==> config.mk <==
export PLATFORM = sky130hd
export DESIGN_NAME = hazard_scoreboard_ctrl
export DESIGN_NICKNAME = d
export VERILOG_FILES = /design/src/rtl/core_hazard_pkg.sv /design/src/rtl/hazard_scoreboard.sv /design/src/rtl/hazard_scoreboard_ctrl.sv
export SDC_FILE = /design/constraint.sdc
export NUM_CORES = 1
export LEC_CHECK = 0
export ABC_AREA = 1
export BUFFER_PORTS_ARGS = -buffer_cell sky130_fd_sc_hd__buf_2
export CELL_PAD_IN_SITES_DETAIL_PLACEMENT = 1
export CELL_PAD_IN_SITES_GLOBAL_PLACEMENT = 1
export CORE_UTILIZATION = 42
export DETAILED_ROUTE_END_ITERATION = 7
export GPL_ROUTABILITY_DRIVEN = 0
export PLACE_DENSITY = 0.95
export SKIP_CTS_REPAIR_TIMING = 1
export SLEW_MARGIN = 40
export SYNTH_ARGS = -nofsm -noshare
export SYNTH_HDL_FRONTEND = slang
export SYNTH_SLANG_ARGS = --single-unit
==> constraint.sdc <==
create_clock -name clk -period 4.9 [get_ports clk]
set_clock_uncertainty 0.1 [all_clocks]
set_input_delay 0.245 -clock clk [delete_from_list [all_inputs] [get_ports clk]]
set_output_delay 0.245 -clock clk [all_outputs]
set_load 0.05 [all_outputs]
==> src/rtl/core_hazard_pkg.sv <==
// Shared definitions for the core hazard/forwarding logic: select encodings,
// default register address width and the fence drain state type.
package core_hazard_pkg;

   localparam int unsigned REG_AW_DEF = 5;

   localparam logic [1:0] FWD_NONE = 2'b00;
   localparam logic [1:0] FWD_M    = 2'b01;
   localparam logic [1:0] FWD_W    = 2'b10;

   typedef enum logic [0:0] {
      StRun,
      StDrain
   } fence_state_e;

   // M is the younger producer, so it wins over W.
   function automatic logic [1:0] fwd_sel(input logic m_hit, input logic w_hit);
      if (m_hit) return FWD_M;
      if (w_hit) return FWD_W;
      return FWD_NONE;
   endfunction

endpackage

==> src/rtl/hazard_scoreboard.sv <==
// Pending-register scoreboard for long-latency writers, outstanding counter,
// sticky retire-error flag and the fence drain FSM.
module hazard_scoreboard
   import core_hazard_pkg::*;
#(
   parameter int unsigned REG_AW  = REG_AW_DEF,
   parameter int unsigned MAX_OUT = 4,
   parameter int unsigned CNT_W   = $clog2(MAX_OUT + 1)
) (
   input  logic              clk,
   input  logic              rst,
   input  logic              issue_i,
   input  logic [REG_AW-1:0] issue_rd_i,
   input  logic              retire_i,
   input  logic [REG_AW-1:0] retire_rd_i,
   input  logic              fence_req_i,
   input  logic [REG_AW-1:0] rs1_addr_i,
   input  logic [REG_AW-1:0] rs2_addr_i,
   input  logic [REG_AW-1:0] rd_addr_i,
   output logic              pend_rs1_o,
   output logic              pend_rs2_o,
   output logic              pend_rd_o,
   output logic              drain_o,
   output logic              sb_full_o,
   output logic [CNT_W-1:0]  outstanding_o,
   output logic              sb_err_o
);

   localparam int unsigned      NumRegs = 2 ** REG_AW;
   localparam logic [CNT_W-1:0] MaxCnt  = CNT_W'(MAX_OUT);

   logic [NumRegs-1:0] pending_q, pending_d;
   logic [CNT_W-1:0]   cnt_q, cnt_d;
   logic               err_q, err_d;
   fence_state_e       state_q, state_d;
   logic               issue_ok, retire_ok, cnt_zero;

   always_comb begin
      cnt_zero  = (cnt_q == '0);
      issue_ok  = issue_i & (issue_rd_i != '0);
      retire_ok = retire_i & pending_q[retire_rd_i] & ~cnt_zero;

      // Clear before set so a same-register issue/retire leaves the bit pending.
      pending_d = pending_q;
      if (retire_ok) pending_d[retire_rd_i] = 1'b0;
      if (issue_ok) pending_d[issue_rd_i] = 1'b1;
      pending_d[0] = 1'b0;

      cnt_d = cnt_q;
      if (issue_ok && !retire_ok) begin
         cnt_d = cnt_q + CNT_W'(1);
      end else if (!issue_ok && retire_ok) begin
         cnt_d = cnt_q - CNT_W'(1);
      end

      err_d = err_q | (retire_i & ~retire_ok);

      state_d = state_q;
      case (state_q)
         StRun:   if (fence_req_i && !cnt_zero) state_d = StDrain;
         StDrain: if (cnt_zero) state_d = StRun;
         default: state_d = StRun;
      endcase
   end

   always_ff @(posedge clk or posedge rst) begin
      if (rst) begin
         pending_q <= '0;
         cnt_q     <= '0;
         err_q     <= 1'b0;
         state_q   <= StRun;
      end else begin
         pending_q <= pending_d;
         cnt_q     <= cnt_d;
         err_q     <= err_d;
         state_q   <= state_d;
      end
   end

   assign pend_rs1_o    = pending_q[rs1_addr_i];
   assign pend_rs2_o    = pending_q[rs2_addr_i];
   assign pend_rd_o     = pending_q[rd_addr_i];
   assign drain_o       = (state_q == StDrain);
   assign sb_full_o     = (cnt_q == MaxCnt);
   assign outstanding_o = cnt_q;
   assign sb_err_o      = err_q;

endmodule

==> src/rtl/hazard_scoreboard_ctrl.sv <==
// Forwarding selects and D-stage stall generation for the 5-stage core, combined
// with the long-latency scoreboard and fence drain.
module hazard_scoreboard_ctrl
   import core_hazard_pkg::*;
#(
   parameter int unsigned  REG_AW  = REG_AW_DEF,
   parameter int unsigned  MAX_OUT = 4,
   localparam int unsigned CNT_W   = $clog2(MAX_OUT + 1)
) (
   input  logic              clk,
   input  logic              rst,
   input  logic              D_valid,
   input  logic              D_use_rs1,
   input  logic              D_use_rs2,
   input  logic              D_br,
   input  logic              D_long,
   input  logic              D_fence,
   input  logic              D_RegWrite,
   input  logic [REG_AW-1:0] D_rs1_addr,
   input  logic [REG_AW-1:0] D_rs2_addr,
   input  logic [REG_AW-1:0] D_rd_addr,
   input  logic              E_use_rs1,
   input  logic              E_use_rs2,
   input  logic              E_MemRead,
   input  logic              E_RegWrite,
   input  logic [REG_AW-1:0] E_rs1_addr,
   input  logic [REG_AW-1:0] E_rs2_addr,
   input  logic [REG_AW-1:0] E_rd_addr,
   input  logic              M_MemRead,
   input  logic              M_RegWrite,
   input  logic [REG_AW-1:0] M_rd_addr,
   input  logic              W_RegWrite,
   input  logic [REG_AW-1:0] W_rd_addr,
   input  logic              lu_wb_valid,
   input  logic [REG_AW-1:0] lu_wb_rd,
   output logic [1:0]        forward_rs1,
   output logic [1:0]        forward_rs2,
   output logic [1:0]        br_forward_rs1,
   output logic [1:0]        br_forward_rs2,
   output logic              stall_D,
   output logic              sb_full,
   output logic [CNT_W-1:0]  outstanding,
   output logic              sb_err
);

   function automatic logic src_hit(input logic used, input logic [REG_AW-1:0] src,
                                    input logic wr, input logic [REG_AW-1:0] dst);
      return used & wr & (src != '0) & (src == dst);
   endfunction

   logic pend_rs1, pend_rs2, pend_rd, drain, issue, fence_req;
   logic d_hit_e, d_hit_m;
   logic stall_lu, stall_ab, stall_lb, stall_raw, stall_waw, stall_str, stall_fence;

   always_comb begin
      forward_rs1    = FWD_NONE;
      forward_rs2    = FWD_NONE;
      br_forward_rs1 = FWD_NONE;
      br_forward_rs2 = FWD_NONE;
      if (!rst) begin
         forward_rs1 = fwd_sel(src_hit(E_use_rs1, E_rs1_addr, M_RegWrite, M_rd_addr),
                               src_hit(E_use_rs1, E_rs1_addr, W_RegWrite, W_rd_addr));
         forward_rs2 = fwd_sel(src_hit(E_use_rs2, E_rs2_addr, M_RegWrite, M_rd_addr),
                               src_hit(E_use_rs2, E_rs2_addr, W_RegWrite, W_rd_addr));
         if (D_br) begin
            br_forward_rs1 = fwd_sel(src_hit(D_use_rs1, D_rs1_addr, M_RegWrite, M_rd_addr),
                                     src_hit(D_use_rs1, D_rs1_addr, W_RegWrite, W_rd_addr));
            br_forward_rs2 = fwd_sel(src_hit(D_use_rs2, D_rs2_addr, M_RegWrite, M_rd_addr),
                                     src_hit(D_use_rs2, D_rs2_addr, W_RegWrite, W_rd_addr));
         end
      end
   end

   always_comb begin
      // Address-only matches; the producer's qualifier is applied per stall source.
      d_hit_e = src_hit(D_use_rs1, D_rs1_addr, 1'b1, E_rd_addr) |
                src_hit(D_use_rs2, D_rs2_addr, 1'b1, E_rd_addr);
      d_hit_m = src_hit(D_use_rs1, D_rs1_addr, 1'b1, M_rd_addr) |
                src_hit(D_use_rs2, D_rs2_addr, 1'b1, M_rd_addr);

      stall_lu    = E_MemRead & d_hit_e;
      stall_ab    = D_br & E_RegWrite & d_hit_e;
      stall_lb    = D_br & M_MemRead & d_hit_m;
      stall_raw   = (D_use_rs1 & pend_rs1) | (D_use_rs2 & pend_rs2);
      stall_waw   = D_RegWrite & pend_rd;
      stall_str   = D_long & sb_full;
      // Released in the cycle the count hits zero, even while the FSM still says drain.
      stall_fence = (drain | D_fence) & (outstanding != '0);

      stall_D = ~rst & D_valid & (stall_lu | stall_ab | stall_lb | stall_raw |
                                  stall_waw | stall_str | stall_fence);

      issue     = D_valid & D_long & D_RegWrite & ~stall_D & (D_rd_addr != '0);
      fence_req = D_valid & D_fence;
   end

   hazard_scoreboard #(
      .REG_AW  (REG_AW),
      .MAX_OUT (MAX_OUT),
      .CNT_W   (CNT_W)
   ) u_scoreboard (
      .clk           (clk),
      .rst           (rst),
      .issue_i       (issue),
      .issue_rd_i    (D_rd_addr),
      .retire_i      (lu_wb_valid),
      .retire_rd_i   (lu_wb_rd),
      .fence_req_i   (fence_req),
      .rs1_addr_i    (D_rs1_addr),
      .rs2_addr_i    (D_rs2_addr),
      .rd_addr_i     (D_rd_addr),
      .pend_rs1_o    (pend_rs1),
      .pend_rs2_o    (pend_rs2),
      .pend_rd_o     (pend_rd),
      .drain_o       (drain),
      .sb_full_o     (sb_full),
      .outstanding_o (outstanding),
      .sb_err_o      (sb_err)
   );

endmodule

==> results of run 1 <==
## power breakdown
group	switching (mW)	leakage, nW	internal (mW)	total (mW)
Combinational	0.393	1.89	0.158	0.551
Sequential	0.0670	0.470	0.348	0.415
Clock	0.118	0.0552	0.151	0.269
Total	0.578	2.42	0.658	1.24
## layer usage
layer  vias to the layer above  part of all wire
li1                       2527                 -
met1                      2657              0.41
met2                       271              0.48
met3                        77             0.069
met4                         0             0.047
met5                         -                 0
## cell families after synthesis
| group | count (synthesis) | share of synthesized area |
|---|---|---|
| simple gates | 508 | 0.508 |
| compound gates | 50 | 0.0690 |
| flops | 36 | 0.208 |
| fa+ha+maj | 2 | 0.00750 |
| mux | 1 | 0.00260 |
| buf+inv | 128 | 0.129 |
| xor+xnor | 38 | 0.0767 |
## final cells by class
class,instances,share of cell area
clock inverter,2,0.00731
multi-input combinational,599,0.601
timing repair buffer,78,0.0830
inverter,91,0.0713
sequential,36,0.188
clock buffer,6,0.0151
tap,133,0.0347
## worst max-delay path by stage
stage / end / slack (ps) / cells past startpoint
floorplan: br_forward_rs1[1] / 1860 / 5
global placement: u_scoreboard.outstanding_o[2]$_DFFE_PP0P_ / 1610 / 21
detailed placement: u_scoreboard.outstanding_o[2]$_DFFE_PP0P_ / 1410 / 21
CTS: u_scoreboard.outstanding_o[2]$_DFFE_PP0P_ / 1670 / 17
global route: u_scoreboard.outstanding_o[2]$_DFFE_PP0P_ / 1330 / 17
finish: u_scoreboard.outstanding_o[1]$_DFFE_PP0P_ / 1650 / 17
## per-stage QoR
step	instance area, um2	std cells	setup slack [ps]	utilization
after floorplan	4340	763	1860	-
after global placement	4690	937	1610	0.473
after detailed placement	4690	937	1410	0.473
after CTS	4790	945	1670	0.484
after global routing	4790	945	1330	0.484
final	4790	945	1650	0.484
## synth_stat cells
library cell  number
nand2_2            3
dfrtp_1           36
inv_1             81
nand2_4            1
o21ai_0           17
nand2_1          236
o22ai_1           12
inv_2             10
mux2_2             1
a2111o_1           1
or2_0              1
nand4_1            8
fa_1               1
o2111ai_1          3
xnor2_1           14
nand3_2           10
o211ai_1           2
buf_1              5
nor2_1           101
or2_1              1
clkbuf_1           4
o31ai_1            1
a21o_1             2
or2_2              2
nor4_1             4
nand3_1          119
o221ai_1           1
buf_6              7
o21ai_1            4
a21oi_1            7
ha_1               1
xor2_1            24
buf_2             21
nor3_1            22
## registers in the layout, indices dropped and copies added (netlist names)
register	count
u_scoreboard.sb_err_o	1
u_scoreboard.drain_o	1
u_scoreboard.pending_q	31
u_scoreboard.outstanding_o	3
## cell usage in the layout (no fill, tap or decap), types with 8 or more instances in the layout
| cell type | count |
|---|---|
| nand2_1 | 236 |
| nand3_1 | 119 |
| nor2_1 | 100 |
| inv_1 | 80 |
| buf_2 | 75 |
| dfrtp_1 | 36 |
| xor2_1 | 24 |
| nor3_1 | 22 |
| o21ai_0 | 17 |
| xnor2_1 | 14 |
| o22ai_1 | 12 |
| inv_2 | 11 |
| nand3_2 | 10 |
| nand4_1 | 8 |
## critical path: stages (launching register included)
cell and delay [ps]:
dfrtp_1 530, nand2_1 100, nand2_1 120, nand2_1 90, a21oi_1 140, nand2_1 80, nand3_1 90, nand3_1 70
nand2_1 130, inv_1 50, nand2_1 70, nand2_2 360, inv_2 150, nor2_1 50, ha_1 200, inv_1 90
fa_1 430, mux2_2 270
==> flow_summary.json, run 1 <==
{
  "synth.area.top_cells": "dfrtp_1, nand2_1, nand3_1",
  "endpoint_kind": "flop",
  "clock_sinks": 36,
  "report.final.slew_viol_count": 0,
  "startpoint": "u_scoreboard.pending_q[1]$_DFF_PP0_",
  "n_antenna_cell": 0,
  "busiest_layer": "met2",
  "grt_use_met3": 0.0434,
  "syn_nets": 827,
  "synth_top_area_cell": "dfrtp_1",
  "period_needed_ps": 3250,
  "post_drt_wl_per_cell_um": 18.3,
  "place.detailed.hpwl_um": 13300,
  "ys_ff_latch": 36,
  "hold_viol": 0,
  "powerDensity_nw_per_um2": 258,
  "crit_required_ps": 5000,
  "status": "finished clean",
  "cts_tree": "built",
  "drive_gt1_frac": 0.140,
  "synth.distinct_cells": 34,
  "hold_end": "u_scoreboard.sb_err_o$_DFF_PP0_",
  "reg2reg_slack_ps": 1650,
  "setup_viol": 0,
  "port_buffers": 75,
  "finalCritPeriodShare": 0.664,
  "arrival_ps": 3360,
  "die_width_um": 104,
  "syn-cell-area_um2": 4340,
  "ys_warn_count": 0,
  "hp-start": "lu_wb_valid",
  "grt_usage": 0.329,
  "fp.dieH_um": 104,
  "cts_buffers": 5,
  "vias": 5532,
  "slew_headroom": 0.532,
  "core-area_um2": 9910,
  "initial_utilization": 0.438,
  "cp-start-kind": "flop",
  "worstRegToRegCells": 17,
  "ir_drop_mv": 0.284,
  "synthDominantCellAreaShare": 0.208,
  "grt_pass1_wl_um": 28400,
  "rsz0062_at_grt": "no",
  "cts_max_level": 2,
  "synth.avg_cell_area_um2": 5.68,
  "tightest_slew_ps": 700,
  "area_delta_synth_final_pct": 10.5,
  "p_leak_nw": 2.42,
  "grt_antenna_before_repair": 0,
  "fp-row-count": 36,
  "via_per_inst": 5.85,
  "use_met2": 0.566,
  "clock.fmax_mhz": 307,
  "r2r-end": "u_scoreboard.outstanding_o[1]$_DFFE_PP0P_",
  "cp_max_fo": 32,
  "grt_pass1_vias": 5739,
  "finalPower_mw": 1.24,
  "rr_startpoint": "u_scoreboard.pending_q[1]$_DFF_PP0_",
  "wl_um": 17300,
  "grt_use_met1": 0.398,
  "max_cap_viol_count": 0,
  "clk_path_buf_depth": 2,
  "path_clk_slew_ps": 80,
  "drt-pass1-iter-count": 5,
  "antenna_left": 0,
  "overflow": 0,
  "synth_cells": 763,
  "io_pins": 76,
  "holdWs_ps": 75.2,
  "regArea_um2": 901,
  "clock-root-buffer": "clkbuf_8",
  "fill_cells": 1478,
  "hold_class": "input pin to flop",
  "drtIter0Drc": 451,
  "die_area_um2": 10700,
  "hold_depth": 2,
  "grt_max_degree": 37,
  "multi_input_area_um2": 2880,
  "synth-seq-area-share": 0.208,
  "drc": 0,
  "worstSetupPathType": "flop to flop",
  "totalNegativeSetupSlack_ps": 0,
  "finalNetCount": 875,
  "clk_latency_ps": 310
}
No activity file was read; power rests on OpenSTA's default activity.
==> inputs of run 2 (changes only) <==
--- a/config.mk
+++ b/config.mk
@@ -9,10 +9,10 @@
 export BUFFER_PORTS_ARGS = -buffer_cell sky130_fd_sc_hd__buf_2
 export CELL_PAD_IN_SITES_DETAIL_PLACEMENT = 1
 export CELL_PAD_IN_SITES_GLOBAL_PLACEMENT = 1
-export CORE_UTILIZATION = 42
+export CORE_UTILIZATION = 39
 export DETAILED_ROUTE_END_ITERATION = 7
 export GPL_ROUTABILITY_DRIVEN = 0
-export PLACE_DENSITY = 0.95
+export PLACE_DENSITY = 0.93
 export SKIP_CTS_REPAIR_TIMING = 1
 export SLEW_MARGIN = 40
 export SYNTH_ARGS = -nofsm -noshare
==> constraint.sdc (replaced) <==
create_clock -name clk -period 3.2 [get_ports clk]
set_clock_uncertainty 0.1 [all_clocks]
set_input_delay 0.16 -clock clk [delete_from_list [all_inputs] [get_ports clk]]
set_output_delay 0.16 -clock clk [all_outputs]
set_load 0.05 [all_outputs]
==> run 2 against run 1 <==
  * Critical path depth did not move
  * Sequential power is 53% higher
  * Critical path type unchanged
  * The run now ends with negative hold slack left
  * Sequential share of layout area decreased by 0.083 points
  * Power grew 49%
  * Global-route usage shrank 2.9 points
==> flow_summary.json, run 2 (synthesis gave the netlist of run 1 again) <==
{
  "place_area_um2": 4720,
  "area_delta_synth_final_pct": 11.0,
  "vias": 5475,
  "grt_antenna_before_repair": 0,
  "final_common_cell": "nand2_1",
  "p_leak_nw": 2.43,
  "tightest_slew_ps": 632,
  "antenna_left": 0,
  "hold_depth": 2,
  "dp.cells": 948,
  "drive_gt1_frac": 0.142,
  "drt-pass1-iter-count": 5,
  "io_pins": 76,
  "final_util": 0.444,
  "post_drt_wl_per_cell_um": 17.7,
  "totalNegativeSetupSlack_ps": 0,
  "cts_max_level": 2,
  "setup_viol": 0,
  "worstRegToRegCells": 17,
  "violations": "negative hold slack",
  "hold_viol": 1,
  "ir_drop_mv": 0.322,
  "path_clk_slew_ps": 80,
  "powerDensity_nw_per_um2": 382,
  "drc": 0,
  "most-common-layout-cells": "nand2_1, nand3_1, nor2_1",
  "grt_usage": 0.300,
  "place.detailed.hpwl_um": 12600,
  "finalNetCount": 879,
  "clk_latency_ps": 300,
  "fp-row-count": 38,
  "drtIter0Drc": 630,
  "cp-start-kind": "flop",
  "hold_class": "input pin to flop",
  "port_buffers": 75,
  "wl_um": 16900,
  "clock-root-buffer": "clkbuf_8",
  "via_per_inst": 5.73,
  "largest-register": "u_scoreboard.pending_q",
  "largest_reg_flops": 31,
  "holdWs_ps": -3.23,
  "place_ws_ps": 143,
  "rsz0062_at_grt": "no",
  "cts_buffers": 5,
  "instances_no_fill": 956,
  "cts_tree": "built",
  "finalCritPeriodShare": 0.932,
  "fill_cells": 1604,
  "clk_path_buf_depth": 2,
  "n_antenna_cell": 0,
  "finalPower_mw": 1.84,
  "period_needed_ps": 2980,
  "max_cap_viol_count": 0,
  "cp_max_fo": 4,
  "fp.dieH_um": 107,
  "worstSetupPathType": "flop to flop",
  "grt_pass1_vias": 5440,
  "setup_ws_ps": 219,
  "initial_utilization": 0.400,
  "clock.fmax_mhz": 335,
  "grt_max_degree": 37,
  "die_width_um": 107,
  "grt_pass1_wl_um": 27100,
  "report.final.slew_viol_count": 0,
  "status": "finished with violations",
  "die_area_um2": 11500,
  "final_cell_area_um2": 4810,
  "core-area_um2": 10800,
  "arrival_ps": 3060,
  "overflow": 0,
  "endpoint_kind": "flop",
  "slew_headroom": 0.575,
  "crit_required_ps": 3280,
  "clock_sinks": 36
}
[run 2: path summary, 6_finish.rpt]
path                                                 startpoint                                         to  slack [ps]
max reg2reg                u_scoreboard.pending_q[24]$_DFF_PP0_  u_scoreboard.outstanding_o[1]$_DFFE_PP0P_         220
min                                                 lu_wb_valid            u_scoreboard.sb_err_o$_DFF_PP0_          -3
max in group asynchronous                                   rst       u_scoreboard.pending_q[11]$_DFF_PP0_        2590
max                        u_scoreboard.pending_q[24]$_DFF_PP0_  u_scoreboard.outstanding_o[1]$_DFFE_PP0P_         220
min in group asynchronous                                   rst        u_scoreboard.pending_q[7]$_DFF_PP0_          50
min reg2reg                     u_scoreboard.sb_err_o$_DFF_PP0_            u_scoreboard.sb_err_o$_DFF_PP0_         380
[run 2: layout make-up]
| cell class | instances | area (um2) | area share |
|---|---|---|---|
| Clock buffer | 8 | 90.1 | 0.0187 |
| Inverter | 91 | 342 | 0.0709 |
| Multi-Input combinational cell | 599 | 2880 | 0.598 |
| Sequential cell | 36 | 901 | 0.187 |
| Tap cell | 140 | 175 | 0.0364 |
| Timing Repair Buffer | 82 | 428 | 0.0889 |
[run 2: layer usage]
layer  track usage  up-vias  routed length, um
met5             0        -                  0
met4        0.0939        0                320
met3        0.0303       28               1380
met2         0.510      266               7970
met1         0.399     2648               7220
li1              -     2533                  -
[run 2: where the power goes]
part	total, mW	internal [mW]	switching, mW
Clock	0.362	0.176	0.186
Sequential	0.634	0.533	0.100
Combinational	0.842	0.247	0.594
[run 2: critical path: stages, from the launching register on]
cell	delay, ps
dfrtp_1	430
inv_1	70
o21ai_0	290
nand2_1	110
nand2_1	70
nand2_1	40
nand2_1	90
nor2_1	60
a21oi_1	240
nor2_1	80
nand2_1	90
nand2_2	60
inv_2	60
nor2_1	40
ha_1	200
inv_1	100
fa_1	430
mux2_2	270
